$ cat config.mk
export PLATFORM = sky130hd
export DESIGN_NAME = tt_io_stimulus_driver
export DESIGN_NICKNAME = d
export VERILOG_FILES = /design/src/rtl/tt_io_stimulus_driver.sv
export SDC_FILE = /design/constraint.sdc
export NUM_CORES = 1
export LEC_CHECK = 0
export CAP_MARGIN = 20
export CORE_ASPECT_RATIO = 1.1
export CORE_MARGIN = 2
export CORE_UTILIZATION = 50
export CTS_BUF_LIST = sky130_fd_sc_hd__clkbuf_4
export CTS_CLUSTER_DIAMETER = 120
export DETAILED_ROUTE_END_ITERATION = 12
export GPL_TIMING_DRIVEN = 0
export PLACE_DENSITY = 0.76
export SLEW_MARGIN = 20
export SYNTH_ARGS = -nofsm -noshare
export SYNTH_HDL_FRONTEND = slang
export SYNTH_SLANG_ARGS = --single-unit
$ cat constraint.sdc
create_clock -name clk -period 2.15 [get_ports clk]
set_clock_uncertainty 0.05 [all_clocks]
set_input_delay 0.43 -clock clk [delete_from_list [all_inputs] [get_ports clk]]
set_output_delay 0.43 -clock clk [all_outputs]
set_load 0.02 [all_outputs]
$ cat src/rtl/tt_io_stimulus_driver.sv
// -----------------------------------------------------------------------------
// tt_io_stimulus_driver
//
// Harness-side stimulus generator and response compressor for a TinyTapeout
// user module. On a start request it drives a generated user clock on
// io_in[0], holds the user reset on io_in[1] for RESET_CYCLES generated
// periods, then streams pseudo-random data on io_in[7:2] for NUM_CYCLES
// periods. The user module's io_out is folded into a 16-bit MISR on every
// data-advancing (falling) edge of the generated clock.
//
// Generated-clock period shape (P = 2*HALF_PERIOD clk cycles):
//   RST periods : high half, then low half  (user reset held high)
//   RUN periods : low half,  then high half (data valid around the rise)
// In RUN the period ends on the falling edge, which is where the MISR
// samples io_out and the data register advances. So data is stable for a
// full half period on each side of every rising edge.
//
// Parameters:
//   HALF_PERIOD  clk cycles per half period of the generated clock (>=1)
//   RESET_CYCLES generated periods with the user reset high          (>=1)
//   NUM_CYCLES   generated periods in the run phase                  (>=1)
//   SEED         initial data value (zero is replaced by 6'h01 for the LFSR)
//
// Ports:
//   clk        in   system clock
//   reset      in   asynchronous, active-high reset
//   start      in   level; launches a run when sampled in IDLE or DONE
//   busy       out  high while the user reset or run phase is in progress
//   done       out  high once a run has completed
//   io_in      out  [0] user clock, [1] user reset, [7:2] data
//   io_out     in   response from the user module
//   signature  out  MISR contents (initial value 16'hFFFF)
//
// Build option:
//   TT_DRIVER_COUNTUP_EN  when defined, the data register is a 6-bit
//                         up-counter (SEED loaded as-is) instead of the LFSR.
// -----------------------------------------------------------------------------
module tt_io_stimulus_driver #(
    parameter int unsigned HALF_PERIOD  = 5,
    parameter int unsigned RESET_CYCLES = 1,
    parameter int unsigned NUM_CYCLES   = 64,
    parameter logic [5:0]  SEED         = 6'h2D
) (
    input  logic        clk,
    input  logic        reset,
    input  logic        start,
    output logic        busy,
    output logic        done,
    output logic [7:0]  io_in,
    input  logic [7:0]  io_out,
    output logic [15:0] signature
);

    localparam int unsigned HC_W   = (HALF_PERIOD > 1) ? $clog2(HALF_PERIOD) : 1;
    localparam int unsigned MAX_PC = (RESET_CYCLES > NUM_CYCLES) ? RESET_CYCLES : NUM_CYCLES;
    localparam int unsigned PC_W   = (MAX_PC > 1) ? $clog2(MAX_PC) : 1;

    localparam logic [HC_W-1:0] HC_LAST  = HC_W'(HALF_PERIOD - 1);
    localparam logic [PC_W-1:0] RST_LAST = PC_W'(RESET_CYCLES - 1);
    localparam logic [PC_W-1:0] RUN_LAST = PC_W'(NUM_CYCLES - 1);

`ifdef TT_DRIVER_COUNTUP_EN
    localparam logic [5:0] SEED_EFF = SEED;
`else
    // An all-zero LFSR state would lock up, so substitute a non-zero seed.
    localparam logic [5:0] SEED_EFF = (SEED == 6'h00) ? 6'h01 : SEED;
`endif

    localparam logic [15:0] SIG_INIT = 16'hFFFF;
    localparam logic [15:0] SIG_POLY = 16'h1021;

    typedef enum logic [1:0] {
        S_IDLE,
        S_RST,
        S_RUN,
        S_DONE
    } state_t;

    state_t state_q, state_d;

    logic [HC_W-1:0] half_cnt_q,   half_cnt_d;
    logic            phase_q,      phase_d;       // 0: first half of period
    logic [PC_W-1:0] period_cnt_q, period_cnt_d;
    logic [5:0]      data_q,       data_d;
    logic [15:0]     sig_d;
    logic [7:0]      io_in_d;
    logic            busy_d, done_d;

    logic half_end;
    logic period_end;

    assign half_end   = (half_cnt_q == HC_LAST);
    assign period_end = half_end && phase_q;

    function automatic logic [5:0] next_data(input logic [5:0] d);
`ifdef TT_DRIVER_COUNTUP_EN
        return d + 6'd1;
`else
        return {d[4:0], d[5] ^ d[4]};
`endif
    endfunction

    function automatic logic [15:0] misr_step(input logic [15:0] s, input logic [7:0] din);
        return {s[14:0], 1'b0} ^ (s[15] ? SIG_POLY : 16'h0000) ^ {8'h00, din};
    endfunction

    // -------------------------------------------------------------------------
    // State register
    // -------------------------------------------------------------------------
    // NOTE: sequential state uses non-blocking (<=) so every flop samples the
    // pre-edge values; blocking here would create order-dependent races.
    always_ff @(posedge clk or posedge reset) begin
        if (reset) begin
            state_q <= S_IDLE;
        end else begin
            state_q <= state_d;
        end
    end

    // -------------------------------------------------------------------------
    // Next-state logic
    // -------------------------------------------------------------------------
    // NOTE: every always_comb output gets a default first, so no path can
    // leave it unassigned and infer a latch.
    always_comb begin
        state_d = state_q;
        case (state_q)
            S_IDLE, S_DONE: begin
                if (start) state_d = S_RST;
            end
            S_RST: begin
                if (period_end && (period_cnt_q == RST_LAST)) state_d = S_RUN;
            end
            S_RUN: begin
                if (period_end && (period_cnt_q == RUN_LAST)) state_d = S_DONE;
            end
            default: state_d = S_IDLE;
        endcase
    end

    // -------------------------------------------------------------------------
    // Output / datapath next values (all registered below)
    // -------------------------------------------------------------------------
    always_comb begin
        half_cnt_d   = half_cnt_q;
        phase_d      = phase_q;
        period_cnt_d = period_cnt_q;
        data_d       = data_q;
        sig_d        = signature;
        io_in_d      = io_in;

        case (state_q)
            S_IDLE, S_DONE: begin
                io_in_d = 8'h00;
                if (start) begin
                    half_cnt_d   = '0;
                    phase_d      = 1'b0;
                    period_cnt_d = '0;
                    data_d       = SEED_EFF;
                    sig_d        = SIG_INIT;
                    io_in_d      = 8'h03;   // user clock high, user reset high
                end
            end

            S_RST, S_RUN: begin
                if (half_end) begin
                    half_cnt_d = '0;
                    phase_d    = ~phase_q;
                end else begin
                    half_cnt_d = half_cnt_q + HC_W'(1);
                end

                // Mid-period edge: the clock falls in RST, rises in RUN.
                if (half_end && !phase_q) begin
                    io_in_d[0] = (state_q == S_RUN);
                end

                if (period_end) begin
                    if (state_q == S_RST) begin
                        if (period_cnt_q == RST_LAST) begin
                            period_cnt_d = '0;
                            io_in_d      = {data_q, 2'b00};  // release reset, show seed
                        end else begin
                            period_cnt_d = period_cnt_q + PC_W'(1);
                            io_in_d[0]   = 1'b1;
                        end
                    end else begin
                        // Falling edge of a run period: capture and advance.
                        sig_d  = misr_step(signature, io_out);
                        data_d = next_data(data_q);
                        if (period_cnt_q == RUN_LAST) begin
                            period_cnt_d = '0;
                            io_in_d      = 8'h00;
                        end else begin
                            period_cnt_d = period_cnt_q + PC_W'(1);
                            io_in_d      = {data_d, 2'b00};
                        end
                    end
                end
            end

            default: io_in_d = 8'h00;
        endcase

        busy_d = (state_d == S_RST) || (state_d == S_RUN);
        done_d = (state_d == S_DONE);
    end

    // -------------------------------------------------------------------------
    // Datapath and output registers
    // -------------------------------------------------------------------------
    always_ff @(posedge clk or posedge reset) begin
        if (reset) begin
            half_cnt_q   <= '0;
            phase_q      <= 1'b0;
            period_cnt_q <= '0;
            data_q       <= SEED_EFF;
            signature    <= SIG_INIT;
            io_in        <= 8'h00;
            busy         <= 1'b0;
            done         <= 1'b0;
        end else begin
            half_cnt_q   <= half_cnt_d;
            phase_q      <= phase_d;
            period_cnt_q <= period_cnt_d;
            data_q       <= data_d;
            signature    <= sig_d;
            io_in        <= io_in_d;
            busy         <= busy_d;
            done         <= done_d;
        end
    end

endmodule
==> flow_summary.yaml <==
status:
  outcome: "finished, final reports clean"
setup_path:
  end_kind: "output port"
  path_cells: "clkdlybuf4s50_1"
  r2r_cells: 7
  crit_buf_inv: 1
  cp_slowest_cell: "clkdlybuf4s50_1"
  startpoint_type: "register"
  required_ps: 1670
  cp.depth: 1
  cp_max_fo: 5
  slowest_delay_ps: 630
  crit_type: "reg2out"
  critical_path_arrival_ps: 1610
  cp_top_family: "buffers and inverters"
yosys:
  synth.most_common_cell: "nor2_1"
  synth.avg_cell_area_um2: 9.60
  synth-seq-cells: 44
  synth_common_cells: "nor2_1, a21oi_1, dfrtp_1, dfstp_2"
  synth_cell_types: 40
  ys.flop_type: "dfrtp_1"
  ys_warn_count: 0
  syn_nets: 249
  synth_area_leader_cell: "dfrtp_1"
  ys_top_cells_by_area: "dfrtp_1, dfstp_2, nor2_1"
  synth_edf_count: 0
  seq_area_frac_synth_pct: 50.8
  synth_top_area_share_pct: 27.1
  synthCells: 231
  netlist_area_mm2: 0.00222
  async_flop_share_pct: 100
job:
  max_cap_violations: 0
sta:
  fin_ws_ps: 59.8
  holdWs_ps: 245
  slew_viol_final: 0
  rsz0062_at_grt: "false"
  hold_viol: 0
  worst_pin_slew_ps: 496
  fmax_ghz: 0.478
  max-slew-margin-rel_pct: 67.0
  setup_violations: 0
  timing.final.crit_share_pct: 97.2
  post-route-min-period_ps: 2090
die:
  io_pins: 37
  start_util_pct: 51.8
  die_area_mm2: 0.00499
  dieWidth_um: 67.5
  rows: 25
  core_mm2: 0.00429
  die_h_um: 73.9
layout:
  multi_input_area_mm2: 0.00102
  area_growth_pct: 24.8
  drive_above_1_share_pct: 15.6
  num-fill-cells: 350
  antenna_cells: 0
  layout.nets: 292
  seq_area_mm2: 0.00113
power:
  power.internal_mw: 1.13
  p_leak_nw: 1.22
  power.density_mw_per_mm2: 530
  clockPowerShare_pct: 35.8
  ir_drop_mv: 0.391
  sw_frac_of_total_pct: 22.9
  p_switching_uw: 335
  p_seq_share_pct: 58.1
  combPwrFrac_pct: 6.1
cts:
  cts_sinks: 44
  cts_max_path_buffers: 2
  insertion_delay_ps: 370
  cts_max_level: 2
  tritoncts: "built"
  clk_pin_slew_ps: 130
  cts_root_buf: "clkbuf_4"
  cts_buffers: 5
placed_design:
  gp_congestion: 0.879
  detailed_place_hpwl_mm: 3.34
  place_worst_setup_slack_ps: -298
  portBuffers: 35
route:
  drc_errors: 0
  route.met2.wl_mm: 2.19
  num_vias: 1782
  wire_per_inst_um: 14.1
  highest_layer: "met4"
  wl_met3_um: 250
  drt_iter0_drc: 122
  m1WireLength_mm: 2.10
  firstDrtPassIters: 4
  wl_mm: 4.63
  via_per_inst: 5.42
  postRouteAntennaNets: 0
global_route:
  track_usage_pct: 21.4
  grt_pass1_vias: 1748
  grt_remaining_overflow: 0
  grt_max_degree: 34
  antenna_found_initial: 0
  grt_pass1_wl_mm: 8.00
worst_hold_path:
  hp-class: "in2async"
through the flow:
stage / setup TNS [ps] / cell area (µm²) / instances / total power [mW] / util (%)
floorplan: 0 / 2220 / 231 / 0.910 / -
global placement: -5360 / 2640 / 320 / 0.950 / 61.5
detailed placement: -446 / 2660 / 321 / 0.956 / 62.0
CTS: 0 / 2750 / 329 / 1.48 / 64.2
global route: 0 / 2770 / 329 / 1.51 / 64.6
finish: 0 / 2770 / 329 / 1.47 / 64.6
cell families (layout without fill, tap and decap cells):
family / Yosys count / after routing / share of synthesized area [%]
AOI/OAI and AO/OA: 64 / 64 / 19.2
xor gates and xnor gates: 12 / 12 / 4.74
adders and majority gates: 7 / 7 / 3.95
buffers and inverters: 23 / 67 / 4.17
DFF: 44 / 44 / 50.8
and+or+nand+nor: 81 / 81 / 17.2
layout by cell type (no fill, tap or decap), types with 7 or more instances in the layout:
cell / Yosys / routed
clkdlybuf4s50_1: 0 / 35
xor2_1: 10 / 10
nor2_1: 41 / 41
nand2_1: 13 / 13
dfstp_2: 20 / 20
a21oi_1: 25 / 25
inv_1: 13 / 12
dfrtp_1: 24 / 24
a22o_1: 12 / 12
o21ai_0: 8 / 7
power groups by stage:
stage,clock network (mW),logic [mW],registers [mW]
2_1_floorplan,0,0.0358,0.874
5_1_grt,0.561,0.100,0.852
4_1_cts,0.536,0.0921,0.851
3_5_place_dp,0,0.0919,0.864
6_report,0.525,0.0895,0.851
3_3_place_gp,0,0.0857,0.864
path summary, 6_finish.rpt:
check / end / start / slack, ps
setup / recovery: signature[15] / signature[15]$_DFFE_PP1P_ / 60
hold / removal: period_cnt_q[2]$_DFFE_PP0P_ / reset / 240
setup reg to reg: busy$_DFF_PP0_ / state_q[0]$_DFF_PP0_ / 130
hold reg to reg: io_in[3]$_DFFE_PP0P_ / io_in[3]$_DFFE_PP0P_ / 470
max in group asynchronous: signature[9]$_DFFE_PP1P_ / reset / 1280
min in group clk: half_cnt_q[1]$_DFFE_PP0P_ / start / 380
state kept, by name (all words and copies together) (netlist names):
name and cells:
busy 1, data_q 6, done 1, half_cnt_q 3, io_in 8, period_cnt_q 6
phase_q 1, signature 16, state_q 2
cell type report:
cell class,count,share of cell area (%)
buffer,9,1.58
tap,54,2.44
multi-input combinational,164,37.0
timing repair buffer,37,13.7
clock buffer,5,1.36
clock inverter,3,1.54
sequential,44,40.7
inverter,13,1.76
per-layer routing:
layer	vias to the layer above	GRT usage, %
li1	887	-
met2	49	34.2
met1	838	27.5
met3	8	6.13
met4	0	7.48
met5	-	0
repair_timing:
item	CTS	global route
gates resized for setup	4	6
endpoints found under the setup margin	5	22
hold buffers	0	0
gates cloned	0	0
setup buffers	0	1
(Power assumes the default switching activity.)
